### config.mk
export PLATFORM = sky130hd
export DESIGN_NAME = uart_rx_sampler_flat
export DESIGN_NICKNAME = d
export VERILOG_FILES = /design/src/rtl/uart_rx_sampler_if.sv /design/src/rtl/uart_rx_sampler.sv /design/src/flat_wrapper.sv
export SDC_FILE = /design/constraint.sdc
export NUM_CORES = 1
export LEC_CHECK = 0
export CORE_MARGIN = 4
export CORE_UTILIZATION = 50
export DETAILED_ROUTE_END_ITERATION = 10
export DONT_BUFFER_PORTS = 1
export GPL_TIMING_DRIVEN = 0
export PLACE_DENSITY = 0.7
export SETUP_SLACK_MARGIN = 0.1
export SKIP_LAST_GASP = 1
export SYNTH_ARGS = -nofsm -noshare
export SYNTH_HDL_FRONTEND = slang
export SYNTH_SLANG_ARGS = --single-unit
export TNS_END_PERCENT = 1
### constraint.sdc
create_clock -name clk -period 1.7 [get_ports clk]
set_input_delay 0.34 -clock clk [delete_from_list [all_inputs] [get_ports clk]]
set_output_delay 0.34 -clock clk [all_outputs]
set_load 0.05 [all_outputs]
### src/rtl/uart_rx_sampler_if.sv
// Downstream side of the UART receive sampler: bit stream toward an external SIPO
// plus frame status pulses.
interface uart_rx_sampler_if;
    logic serial_out;
    logic shift;
    logic frame_done;
    logic frame_err;
    logic busy;

    modport master (
        output serial_out,
        output shift,
        output frame_done,
        output frame_err,
        output busy
    );

    modport slave (
        input serial_out,
        input shift,
        input frame_done,
        input frame_err,
        input busy
    );
endinterface

### src/rtl/uart_rx_sampler.sv
// Oversampling UART receiver front end: finds the start bit, samples each data bit
// at its centre and hands it to a downstream SIPO one shift pulse at a time.
module uart_rx_sampler #(
    parameter int OVERSAMPLE = 16,
    parameter int DATA_BITS  = 8
) (
    input  logic                clk,
    input  logic                rst,
    input  logic                rx,
    input  logic                baud_tick,
    uart_rx_sampler_if.master   sipo
);
    localparam int CW = $clog2(OVERSAMPLE);
    localparam int IW = (DATA_BITS > 1) ? $clog2(DATA_BITS) : 1;
    localparam logic [CW-1:0] CNT_LAST = CW'(OVERSAMPLE - 1);
    localparam logic [CW-1:0] CNT_HALF = CW'(OVERSAMPLE / 2 - 1);
    localparam logic [IW-1:0] IDX_LAST = IW'(DATA_BITS - 1);

    typedef enum logic [1:0] {IDLE, START, DATA, STOP} state_t;

    state_t          state, state_n;
    logic [CW-1:0]   cnt, cnt_n;
    logic [IW-1:0]   idx, idx_n;
    logic            rx_meta, rx_s, rx_prev;
    logic            vld_meta, vld_s;
    logic            serial_q, serial_n;
    logic            shift_q, shift_n;
    logic            done_q, done_n;
    logic            err_q, err_n;

    // rx_prev only takes real line data once the synchronizer has flushed its
    // reset value, so a line held low through reset release never looks like a falling edge.
    always_ff @(posedge clk or posedge rst) begin
        if (rst) begin
            rx_meta  <= 1'b1;
            rx_s     <= 1'b1;
            vld_meta <= 1'b0;
            vld_s    <= 1'b0;
            rx_prev  <= 1'b0;
        end else begin
            rx_meta  <= rx;
            rx_s     <= rx_meta;
            vld_meta <= 1'b1;
            vld_s    <= vld_meta;
            rx_prev  <= vld_s & rx_s;
        end
    end

    // NOTE: state registers use non-blocking assignments so every flop samples pre-edge values.
    always_ff @(posedge clk or posedge rst) begin
        if (rst) begin
            state    <= IDLE;
            cnt      <= '0;
            idx      <= '0;
            serial_q <= 1'b1;
            shift_q  <= 1'b0;
            done_q   <= 1'b0;
            err_q    <= 1'b0;
        end else begin
            state    <= state_n;
            cnt      <= cnt_n;
            idx      <= idx_n;
            serial_q <= serial_n;
            shift_q  <= shift_n;
            done_q   <= done_n;
            err_q    <= err_n;
        end
    end

    always_comb begin
        // NOTE: every output of this block gets a default first, so no path can infer a latch.
        state_n  = state;
        cnt_n    = cnt;
        idx_n    = idx;
        serial_n = serial_q;
        shift_n  = 1'b0;
        done_n   = 1'b0;
        err_n    = 1'b0;
        case (state)
            IDLE: begin
                if (rx_prev && !rx_s) begin
                    state_n = START;
                    cnt_n   = '0;
                end
            end
            START: begin
                if (baud_tick) begin
                    if (cnt == CNT_HALF) begin
                        cnt_n   = '0;
                        idx_n   = '0;
                        state_n = rx_s ? IDLE : DATA;
                    end else begin
                        cnt_n = cnt + 1'b1;
                    end
                end
            end
            DATA: begin
                if (baud_tick) begin
                    // Power-of-two counter wraps from CNT_LAST to zero by itself.
                    cnt_n = cnt + 1'b1;
                    if (cnt == CNT_LAST) begin
                        serial_n = rx_s;
                        shift_n  = 1'b1;
                        idx_n    = idx + 1'b1;
                        if (idx == IDX_LAST) state_n = STOP;
                    end
                end
            end
            STOP: begin
                if (baud_tick) begin
                    cnt_n = cnt + 1'b1;
                    if (cnt == CNT_LAST) begin
                        done_n  = rx_s;
                        err_n   = !rx_s;
                        state_n = IDLE;
                    end
                end
            end
            default: state_n = IDLE;
        endcase
    end

    assign sipo.serial_out = serial_q;
    assign sipo.shift      = shift_q;
    assign sipo.frame_done = done_q;
    assign sipo.frame_err  = err_q;
    assign sipo.busy       = (state != IDLE);
endmodule

### src/flat_wrapper.sv
// flat-port wrapper written by rule: the top's interface ports become plain ports
module uart_rx_sampler_flat 
#(
    parameter int OVERSAMPLE = 16,
    parameter int DATA_BITS  = 8
)
  (clk, rst, rx, baud_tick, sipo_serial_out, sipo_shift, sipo_frame_done, sipo_frame_err, sipo_busy);
  uart_rx_sampler_if sipo_i ();
  input  logic clk;
  input  logic rst;
  input  logic rx;
  input  logic baud_tick;
  output wire logic [$bits(sipo_i.serial_out)-1:0] sipo_serial_out;
  output wire logic [$bits(sipo_i.shift)-1:0] sipo_shift;
  output wire logic [$bits(sipo_i.frame_done)-1:0] sipo_frame_done;
  output wire logic [$bits(sipo_i.frame_err)-1:0] sipo_frame_err;
  output wire logic [$bits(sipo_i.busy)-1:0] sipo_busy;
  assign sipo_serial_out = sipo_i.serial_out;
  assign sipo_shift = sipo_i.shift;
  assign sipo_frame_done = sipo_i.frame_done;
  assign sipo_frame_err = sipo_i.frame_err;
  assign sipo_busy = sipo_i.busy;
  uart_rx_sampler #(.OVERSAMPLE(OVERSAMPLE), .DATA_BITS(DATA_BITS)) u_core (.clk(clk), .rst(rst), .rx(rx), .baud_tick(baud_tick), .sipo(sipo_i));
endmodule
Word-level counts from Yosys, hierarchy flattened
Cells that the tools add are included.
{"block": "op_classes", "n_reduce_logical": 10, "n_bitwise": 1, "mux": 29, "n_addsub": 2, "eq_ne": 15}
{"cell": "2-bit 2-to-1 mux", "n": 9}
{"cell": "4-bit 2-to-1 mux", "n": 4}
{"cell": "3-bit 2-to-1 mux", "n": 4}
{"cell": "2-bit by 1-bit inequality test with 1-bit output, second input constant", "n": 6}
{"cell": "4-bit one-hot mux with 3 select lines", "n": 1}
{"cell": "1-bit 2-to-1 mux", "n": 9}
{"cell": "2-bit one-hot mux with 4 select lines", "n": 1}
{"cell": "8-bit AND reduction", "n": 1}
{"cell": "2-bit inequality test, second input constant", "n": 3}
{"cell": "3-bit one-hot mux with 2 select lines", "n": 1}
{"cell": "3-bit AND reduction", "n": 2}
{"cell": "5-bit AND reduction", "n": 1}
{"cell": "4-bit by 1-bit adder with 4-bit output, second input constant", "n": 1}
{"cell": "2-bit == test, second input constant", "n": 2}
{"cell": "4-bit by 3-bit == test with 1-bit output, second input constant", "n": 1}
{"cell": "4-bit == test, second input constant", "n": 1}
{"cell": "2-bit nonzero test", "n": 2}
{"cell": "3-bit by 1-bit adder with 3-bit output, second input constant", "n": 1}
{"cell": "3-bit == test, second input constant", "n": 1}
{"cell": "2-bit by 1-bit == test with 1-bit output, second input constant", "n": 1}
{"cell": "2-bit logical NOT", "n": 1}
{"cell": "2-bit OR reduction", "n": 1}
{"cell": "1-bit bitwise AND", "n": 1}
{"cell": "1-bit logical AND", "n": 1}
{"cell": "1-bit logical NOT", "n": 1}
{"block": "word_totals", "register_bits": 18, "output_inout_bits": 5, "word_cells": 69, "input_bits": 4}

Logic depth before layout (Yosys ltp)
Gate-level depths: netlist of run 1.
{"block": "logic_depth", "depth_word": 5, "ltp_mapped": 5, "depth_no_buf": 5}

Worst setup path after synthesis of run 1
OpenSTA, ideal clock, no wires.
{"block": "synth_timing", "path_kind": "register to register", "start": "register u_core.state[0]", "end": "register u_core.cnt[0]", "setup_slack_ns": 0.230, "setup_ns": 0.125, "t_required_ns": 1.575, "t_arrival_ns": 1.345, "n_path_buf": 1, "synth_period_minus_slack_ns": 1.470, "stages_incl_launch_ff": 6, "path_cell_list": "dfrtp_1 > buf_4 > nor2_4 > inv_1 > o21a_1 > mux2_2"}
{"block": "synth_between", "elab_chain_len": 4, "elab_cells_between_ends": 10, "classes_between": "6 x eq/ne; 1 x mux; 3 x reduce/logical"}
{"element": "start: declaration", "line_no": "uart_rx_sampler.sv:21", "text": "state_t state, state_n;"}
{"element": "start signal: assignment", "line_no": "uart_rx_sampler.sv:60", "text": "state <= state_n;"}
{"element": "2-bit == test", "line_no": "uart_rx_sampler.sv:79", "text": "case (state)"}
{"element": "2-bit OR reduction (no source line)"}
{"element": "2-bit by 1-bit inequality test with 1-bit output (no source line)"}
{"element": "3-bit AND reduction (no source line)"}
{"element": "end signal: assignment", "line_no": "uart_rx_sampler.sv:61", "text": "cnt <= cnt_n;"}
{"element": "end: declaration", "line_no": "uart_rx_sampler.sv:22", "text": "logic [CW-1:0] cnt, cnt_n;"}
Parallel ways exist; a longest one is shown, timed or not.
A chain may end at the register's enable or synchronous reset.

Final worst setup path of run 1
Same ends and word-level chain as after synthesis.

==> results.md, run 1 <==
* Status: completed
* Worst Hold Class: input pin to asynchronous set/reset pin
* Wl on met1 at just under 700 um
* PortBufs at 0
* Most flop-heavy register: u_core.cnt
* Fill count at between 100 and 150
* Drc violations at 0
* TritonCTS Buffers at 3
* Arrival @ worst endpoint at 1.78 ns
* Highest metal used: met4
* Peak supply drop at approximately 0.76 mV
* Pin count of the biggest net entering global routing at 19
* Synthesized net count at 82
* Syn Area/Cell at 11.3 sq um
* Total power at between 1 and 1.5 mW
* Sequential fraction of the synthesis area at ~54%
* Number of synthesized register bits at 18
* Worst R2R End: u_core.cnt[0]
* Post-Route WL at ~1500 um
* Top cells by area, synth: dfrtp_1, dfstp_2, ha_1
* Antenna diodes at 0
* Crit share post-route at 94.3%
* Share of layout cells above drive strength 1 at 29.8%
* Synthesis-to-finish area growth at 12.5%
* Die Area at between 2000 and 2500 sq um
* Clk_skew at roughly 0.011 ns
* Root Driver: clkbuf_4
* Pre-Repair DR Iteration Count at 4
* Vias at between 600 and 700
* Max-cap viol count at 0
* Routed length on met3 at 78 um
* Synth warnings at 0
* Post-Route Setup TNS at 0 ns
* Die X-Extent at just under 50 um
* Rel. slew slack at 55.5%
* Tmin final at around 1.6 ns
* Worst Path Required at roughly 1.9 ns
* Unique masters post-synth at 34
* DR vias/cell at 6.04
* R2R Path Start: u_core.state[0]
* First DRT Iteration DRCs at 21
* Final Cell Area at ~950 sq um
* Leakage at about 0.44 nW
* Reg-to-reg slack, setup at between 0.09 and 0.1 ns
* Max reg flops at 4
* Post-Place Cell Area at around 870 sq um
* CTS tree: done
* Clk slew on worst S/H paths at between 0.1 and 0.15 ns
* Hpwl dp at between 900 and 1000 um
* Cell Pwr Density at ~1500 nW/um^2
* Row cnt at 14
* Highest fanout seen on the critical path at 4
* Final hold slack at 0.0132 ns
* GR Overflow Total at 0
* Ys flop type: dfrtp_1
* Max Fclk at approximately 620 MHz
* Pins Over Slew Limit at 0
* Worst Tran Pin Value at about 0.67 ns
* Reg2reg path depth at 5
* CTS H-tree lvls at 1
* Critical Path End Type: flop
* RD Place Congestion at roughly 0.75
* Die Y-Extent at slightly below 50 um
* Final hold vios at 0
* Initial antenna violation count at 0
* Core Box Area at around 1600 sq um
* Vias in the first global route at just over 600
* Final setup fails at 0
* Mapped Area at between 800 and 900 sq um
* Cell type with the largest total area after synthesis: dfrtp_1
* Maximum root-to-sink buffer count at 2
* Metal2 WL at between 700 and 800 um
* Routed Antenna Nets at 0
* Tot GR Track Use at between 10 and 15%
* # clock sinks at 18
* WL per Instance at about 15 um
* Critical path class: flop to flop
* Worst-skew pair later-pin latency at roughly 0.29 ns
* Syn Inst Count at 75
* First-pass GRT wire length at between 2000 and 3000 um
* Post-layout net count at roughly 90
* Hold-fix buffers, CTS at 0
* Post-synth ARST share at between 90% and 100%
* RSZ-0062 raised after global routing: true
* Top-area cell type share of the netlist area at ~44%
* Starting density of the core at 54.4%
* Startpoint types: flop
* IO Pins at 9
* Largest regs: u_core.cnt (4), u_core.idx (3)
* Post-synth EDFFs at 0
-- cell families after synthesis --
kind of cell	share of synthesized area, %
AND/OR/NAND/NOR	17.7
other	0.442
buffers and inverters	4.42
XOR/XNOR	1.03
flip-flops	53.5
multiplexers	5.60
AO/OA/AOI/OAI	12.8
adder cells (fa/ha/maj)	4.43
-- metrics by stage --
| stage | util, % | instances | worst slack (ns) |
|---|---|---|---|
| 3_5_place_dp | 55.7 | 91 | 0.161 |
| 4_1_cts | 58.8 | 96 | 0.120 |
| 3_3_place_gp | 55.7 | 91 | 0.164 |
| 2_1_floorplan | - | 75 | 0.230 |
| 5_1_grt | 61.2 | 100 | 0.0532 |
| 6_report | 61.2 | 100 | 0.0976 |
-- repair_timing --
action                                  in CTS  in global routing
resized for setup                            2                  2
pin swaps                                    2                  2
endpoints found under the setup margin       1                  3
buffers inserted                             1                  4
-- power breakdown --
| part | total [mW] | switching [mW] | internal [mW] |
|---|---|---|---|
| Clock | 0.261 | 0.130 | 0.130 |
| Sequential | 0.638 | 0.115 | 0.523 |
| Combinational | 0.513 | 0.251 | 0.262 |
| Total | 1.41 | 0.497 | 0.915 |
-- Yosys cell counts (2+ instances only) --
library cell	count
buf_4	2
dfrtp_1	15
dfstp_2	3
ha_1	3
inv_1	6
mux2_2	2
nand2_1	6
nand2b_1	2
nand4_1	3
nor2_1	2
nor3_1	4
o211ai_1	2
o21a_1	2
o21ai_0	2
o22ai_1	2
-- cell type report --
cell class,count,area (sq um),area share (%)
Buffer,2,18.8,1.97
Timing Repair Buffer,5,37.5,3.93
Sequential cell,18,455,47.7
Clock buffer,4,36.3,3.80
Multi-Input combinational cell,49,360,37.7
Tap cell,16,20.0,2.10
Inverter,6,26.3,2.75
-- worst max-delay path, stage by stage, from the launching register on --
cell	delay, ns
dfrtp_1	0.39
buf_6	0.13
nor2_4	0.13
clkinvlp_4	0.29
o21a_1	0.29
mux2_4	0.25
-- worst max path at each step --
stage	endpoint	start	slack [ns]
floorplan	u_core.cnt[0]	u_core.state[0]	0.23
global placement	u_core.cnt[0]	u_core.state[0]	0.16
detailed placement	u_core.cnt[0]	u_core.state[0]	0.16
CTS	u_core.cnt[0]	u_core.state[0]	0.12
global route	u_core.cnt[0]	u_core.state[0]	0.05
finish	u_core.cnt[0]	u_core.state[0]	0.1
-- per-layer routing --
layer  up-vias  GRT usage (%)
li1        288              -
met1       293           18.0
met2        21           20.8
met3         2           3.98
met4         0           8.53
met5         -              0
-- placed cells by master, fill, tap and decap left out, types with 2 or more instances in the layout --
master    instances
o211ai_1          2
o22ai_1           2
nand2b_1          2
o21a_1            2
mux2_4            2
nand2_1           6
buf_4             6
nand4_1           3
dfstp_2           3
ha_1              3
inv_1             5
dfrtp_1          14
nor3_1            4
o21ai_0           2
clkbuf_4          3
nor2_1            2
Power figures use the tool's default switching activity.
==> inputs of run 2 (changes only) <==
--- a/config.mk
+++ b/config.mk
@@ -5,7 +5,6 @@
 export SDC_FILE = /design/constraint.sdc
 export NUM_CORES = 1
 export LEC_CHECK = 0
-export CORE_MARGIN = 4
 export CORE_UTILIZATION = 50
 export DETAILED_ROUTE_END_ITERATION = 10
 export DONT_BUFFER_PORTS = 1
==> run 2 against run 1 <==
Global-route usage up 2.8 points. Setup slack better by 0.025 ns. Non-clock buffer count down 1. Power down 2.7%. Critical path type unchanged. Critical endpoint unchanged. Highest routed layer unchanged.
==> results.md, run 2 (synthesis results as in run 1) <==
* Core Box Area at around 1500 sq um
* Worst Setup Slack post-DPL at about 0.17 ns
* Worst Hold Class: input pin to asynchronous set/reset pin
* Hold-fix buffers, CTS at 0
* Maximum root-to-sink buffer count at 2
* Pin count of the biggest net entering global routing at 19
* Status: completed
* Arrival @ worst endpoint at between 1.5 and 2 ns
* Rel. slew slack at a little under three fifths
* WL per Instance at around 14 um
* Tmin final at approximately 1.6 ns
* CTS tree: done
* Row cnt at 14
* Clk_skew at 0.00654 ns
* Critical Path Max Stage Delay at around 0.39 ns
* Root Driver: clkbuf_4
* # clock sinks at 18
* Synthesis-to-finish area growth at 11.2%
* Final Cell Area at between 900 and 1000 sq um
* CTS H-tree lvls at 1
* Max Fclk at 634 MHz
* Post-layout net count at between 90 and 100
* Peak supply drop at between 0.8 and 0.9 mV
* Die Y-Extent at between 40 and 50 um
* RD Place Congestion at 0.752
* IO Pins at 9
* Post-Route WL at around 1400 um
* Total power at ~1.4 mW
* Die Area at between 1500 and 2000 sq um
* Cell Pwr Density at between 1000 and 1500 nW/um^2
* Share of layout cells above drive strength 1 at around 29%
* Vias at ~570
* CP max stage cell: dfrtp_1
* Fill count at 136
* Antenna diodes at 0
* Hpwl dp at about 940 um
* Highest fanout seen on the critical path at 6
* Leakage at between 0.4 and 0.5 nW
* Crit-path leading delay family: buffers and inverters
* Most frequent cells in the layout: dfrtp_1, nand2_1, inv_1, buf_4, nor3_1
* Final setup fails at 0
* First DRT Iteration DRCs at 8
* Final hold vios at 0
* Util after Layout at about 60%
* Worst Path Required at 1.88 ns
* Post-Place Cell Area at a little under 900 sq um
* Critical path class: flop to flop
* Post-Route Setup TNS at 0 ns
* Drc violations at 0
* Starting density of the core at ~55%
* RSZ-0062 raised after global routing: true
* Worst Tran Pin Value at 0.666 ns
* Pre-Repair DR Iteration Count at 4
* Tot GR Track Use at approximately 17%
* Most flop-heavy register: u_core.cnt
* PortBufs at 0
* Clk slew on worst S/H paths at around 0.10 ns
* Largest regs: u_core.cnt (4), u_core.idx (3)
* Startpoint types: flop
* DR vias/cell at 5.75
* First-pass GRT wire length at between 2000 and 2500 um
* Worst-path cell chain: buf_6 > nor2_4 > clkinvlp_4 > o21a_1 > mux2_2
* Critical Path End Type: flop
* Routed Antenna Nets at 0
* Max reg flops at 4
* TritonCTS Buffers at 3
* Buf+Inv Stages, Crit Path at 2
* Most common cell after layout, fill and taps aside: dfrtp_1
* Die X-Extent at between 40 and 50 um
* Max-cap viol count at 0
* Pins Over Slew Limit at 0
* GR Overflow Total at 0
* Crit share post-route at approximately 93%
* Worst setup margin at between 0.1 and 0.15 ns
* Vias in the first global route at 531
* Worst-skew pair later-pin latency at 0.29 ns
* Initial antenna violation count at 0
==> run 2: final timing paths <==
kind	startpoint	endpoint	slack (ns)	cells past startpoint
min	rst	u_core.cnt[3]	0.02	1
max reg2reg	u_core.state[0]	u_core.cnt[0]	0.12	5
min in group clk	rx	u_core.rx_meta	0.04	0
max	u_core.state[0]	u_core.cnt[0]	0.12	5
max in group asynchronous	rst	asynchronous set/reset pin	1.22	1
min reg2reg	u_core.vld_meta	u_core.vld_s	0.36	0
==> run 2: stage by stage <==
step	cells	hold WS [ns]
floorplan	75	0.276
global placement	91	0.332
detailed placement	91	0.340
CTS	96	0.0280
global route	99	0.0174
finish	99	0.0170
==> run 2: final cells by class <==
cell class	instances	area (sq um)	share of cell area [%]
Multi-Input combinational cell	49	357	37.8
Tap cell	16	20.0	2.12
Buffer	2	18.8	1.99
Inverter	6	26.3	2.79
Timing Repair Buffer	4	30.0	3.18
Clock buffer	4	36.3	3.85
Sequential cell	18	455	48.3
==> run 2: power breakdown <==
group          internal (mW)  switching (mW)
registers              0.523           0.111
clock network          0.130           0.131
logic                  0.242           0.237
total                  0.895           0.479
==> run 2: what timing repair did <==
| action | in CTS | in global routing |
|---|---|---|
| resized for setup | 2 | 1 |
| pin swaps | 2 | 2 |
| buffers inserted | 1 | 3 |
| cloned | 0 | 0 |
| setup endpoints to repair | 1 | 3 |
==> run 2: metal layers <==
layer / vias up / share of wire, % / wire (um) / GRT usage, %
li1: 284 / - / - / -
met1: 273 / 47 / 635 / 21.9
met2: 8 / 49 / 661 / 25.4
met3: 4 / 2.9 / 39 / 4.68
met4: 0 / 1.9 / 26 / 9.09
met5: - / 0 / 0 / 0
==> inputs of run 3 (changes only) <==
--- a/config.mk
+++ b/config.mk
@@ -5,11 +5,11 @@
 export SDC_FILE = /design/constraint.sdc
 export NUM_CORES = 1
 export LEC_CHECK = 0
-export CORE_UTILIZATION = 50
+export CORE_UTILIZATION = 43
 export DETAILED_ROUTE_END_ITERATION = 10
 export DONT_BUFFER_PORTS = 1
 export GPL_TIMING_DRIVEN = 0
-export PLACE_DENSITY = 0.7
+export PLACE_DENSITY = 0.63
 export SETUP_SLACK_MARGIN = 0.1
 export SKIP_LAST_GASP = 1
 export SYNTH_ARGS = -nofsm -noshare
==> run 3 against run 2 <==
Sequential power barely moved. Combinational power rose by 4%. Largest cell class unchanged. Routed wire length grew 7.7%. Largest power group unchanged. Register-to-register slack about the same. Cell area up 1.6%. Final cell count rose by 9.1%. Maximum frequency down 0.50%. Critical endpoint unchanged. Flip-flop and latch count did not move. Via count fell by 0.35%. Utilization down 7.4 points. First-iteration DRC count decreased by 13%.
==> results.md, run 3 (synthesis results as in run 1) <==
* Die X-Extent at 46.4 um
* Antenna diodes at 0
* Rel. slew slack at between 50 and 60%
* IO Pins at 9
* Share of layout cells above drive strength 1 at slightly below 30%
* Starting density of the core at between 40% and 50%
* Worst Hold Class: input pin to asynchronous set/reset pin
* Routed Antenna Nets at 0
* Metal2 WL at approximately 730 um
* Startpoint types: flop
* Die Area at approximately 2200 sq um
* Wl on met1 at roughly 660 um
* Worst-skew pair later-pin latency at ~0.29 ns
* Largest regs: u_core.cnt (4), u_core.idx (3)
* Seq. cell area at about 460 sq um
* Root Driver: clkbuf_4
* Post-Route Setup TNS at 0 ns
* Row cnt at 15
* Status: completed
* Worst Path Required at 1.88 ns
* Clk_skew at 0.00431 ns
* Critical Path End Type: flop
* RSZ-0062 raised after global routing: true
* Leakage at around 0.43 nW
* Max reg flops at 4
* Util after Layout at ~54%
* Drc violations at 0
* Tot GR Track Use at between 10% and 20%
* DR vias/cell at between 5 and 6
* Most common cell after layout, fill and taps aside: dfrtp_1
* Maximum root-to-sink buffer count at 2
* CTS H-tree lvls at 1
* Most flop-heavy register: u_core.cnt
* PortBufs at 0
* TritonCTS Buffers at 3
* Post-layout net count at just over 90
* RD Place Congestion at between 0.7 and 0.8
* Vias at 567
* Crit share post-route at between 90% and 100%
* Most frequent cells in the layout: dfrtp_1, nand2_1, inv_1, buf_4, nor3_1
* Cell Count Post-Placement at 100
* Final Cell Area at roughly 960 sq um
* Pre-Repair DR Iteration Count at 2
* Core Box Area at 1780 sq um
* Max Fclk at between 600 and 700 MHz
* Post-Route WL at around 1500 um
* Highest metal used: met4
* Initial antenna violation count at 0
* Pin count of the biggest net entering global routing at 19
* Highest fanout seen on the critical path at 5
* Peak supply drop at roughly 0.87 mV
* Pins Over Slew Limit at 0
* Fill count at between 150 and 200
* Routed length on met3 at around 63 um
* Hold-fix buffers, CTS at 0
* Hpwl dp at 1060 um
* Arrival @ worst endpoint at around 1.8 ns
* Final setup fails at 0
* Post-Place Cell Area at 880 sq um
* Final hold slack at roughly 0.020 ns
* Synthesis-to-finish area growth at 13.0%
* Vias in the first global route at about 530
* First DRT Iteration DRCs at 7
* Die Y-Extent at between 40 and 50 um
* First-pass GRT wire length at roughly 2300 um
* Max-cap viol count at 0
* GR Overflow Total at 0
* # clock sinks at 18
* Critical path class: flop to flop
* Multi-input gate area at around 360 sq um
* Cell Pwr Density at 1450 nW/um^2
* Final hold vios at 0
* Final Instance Count excl. Fillers at 108
* Clk slew on worst S/H paths at roughly 0.10 ns
* Tmin final at between 1.5 and 2 ns
* WL per Instance at approximately 14 um
* Worst Tran Pin Value at approximately 0.65 ns
* CTS tree: done
-- run 3: path summary, 6_finish.rpt --
check                                 from                    endpoint  slack, ns  cells after the start
min                                    rst           u_core.sipo.shift       0.02                      1
max in group asynchronous              rst  asynchronous set/reset pin       1.23                      1
max reg2reg                u_core.state[0]               u_core.cnt[0]       0.11                      5
min in group clk                        rx              u_core.rx_meta       0.04                      0
max                        u_core.state[0]               u_core.cnt[0]       0.11                      5
min reg2reg                u_core.vld_meta                u_core.vld_s       0.36                      0
-- run 3: what timing repair did --
| item | CTS | global route |
|---|---|---|
| resized for setup | 2 | 2 |
| pin swaps | 2 | 2 |
| endpoints found under the setup margin | 1 | 2 |
| buffers inserted | 1 | 3 |
-- run 3: final cells by class --
cell class	instances	share of cell area (%)
Multi-Input combinational cell	49	37.6
Timing Repair Buffer	4	3.13
Clock buffer	4	3.79
Inverter	6	2.74
Sequential cell	18	47.5
Buffer	2	1.96
Tap cell	25	3.26
-- run 3: per-layer routing --
layer / vias up / GRT usage [%]
li1: 281 / -
met1: 275 / 18.5
met2: 9 / 24.2
met3: 2 / 6.67
met4: 0 / 5.29
met5: - / 0
-- run 3: through the flow --
stage / total power, mW / setup WS, ns
4_1_cts: 1.33 / 0.125
5_1_grt: 1.48 / 0.0841
3_3_place_gp: 1.04 / 0.164
2_1_floorplan: 0.966 / 0.230
6_report: 1.39 / 0.115
3_5_place_dp: 1.05 / 0.160
-- run 3: worst max-delay path, stage by stage (launching register included) --
cell	delay, ns
dfrtp_1	0.39
buf_6	0.13
nor2_4	0.13
clkinvlp_4	0.29
o21a_1	0.28
mux2_4	0.25
-- run 3: power breakdown --
part | leakage [nW] | switching, mW | internal [mW]
clock network | 0.0210 | 0.126 | 0.130
logic | 0.191 | 0.248 | 0.250
registers | 0.219 | 0.112 | 0.523
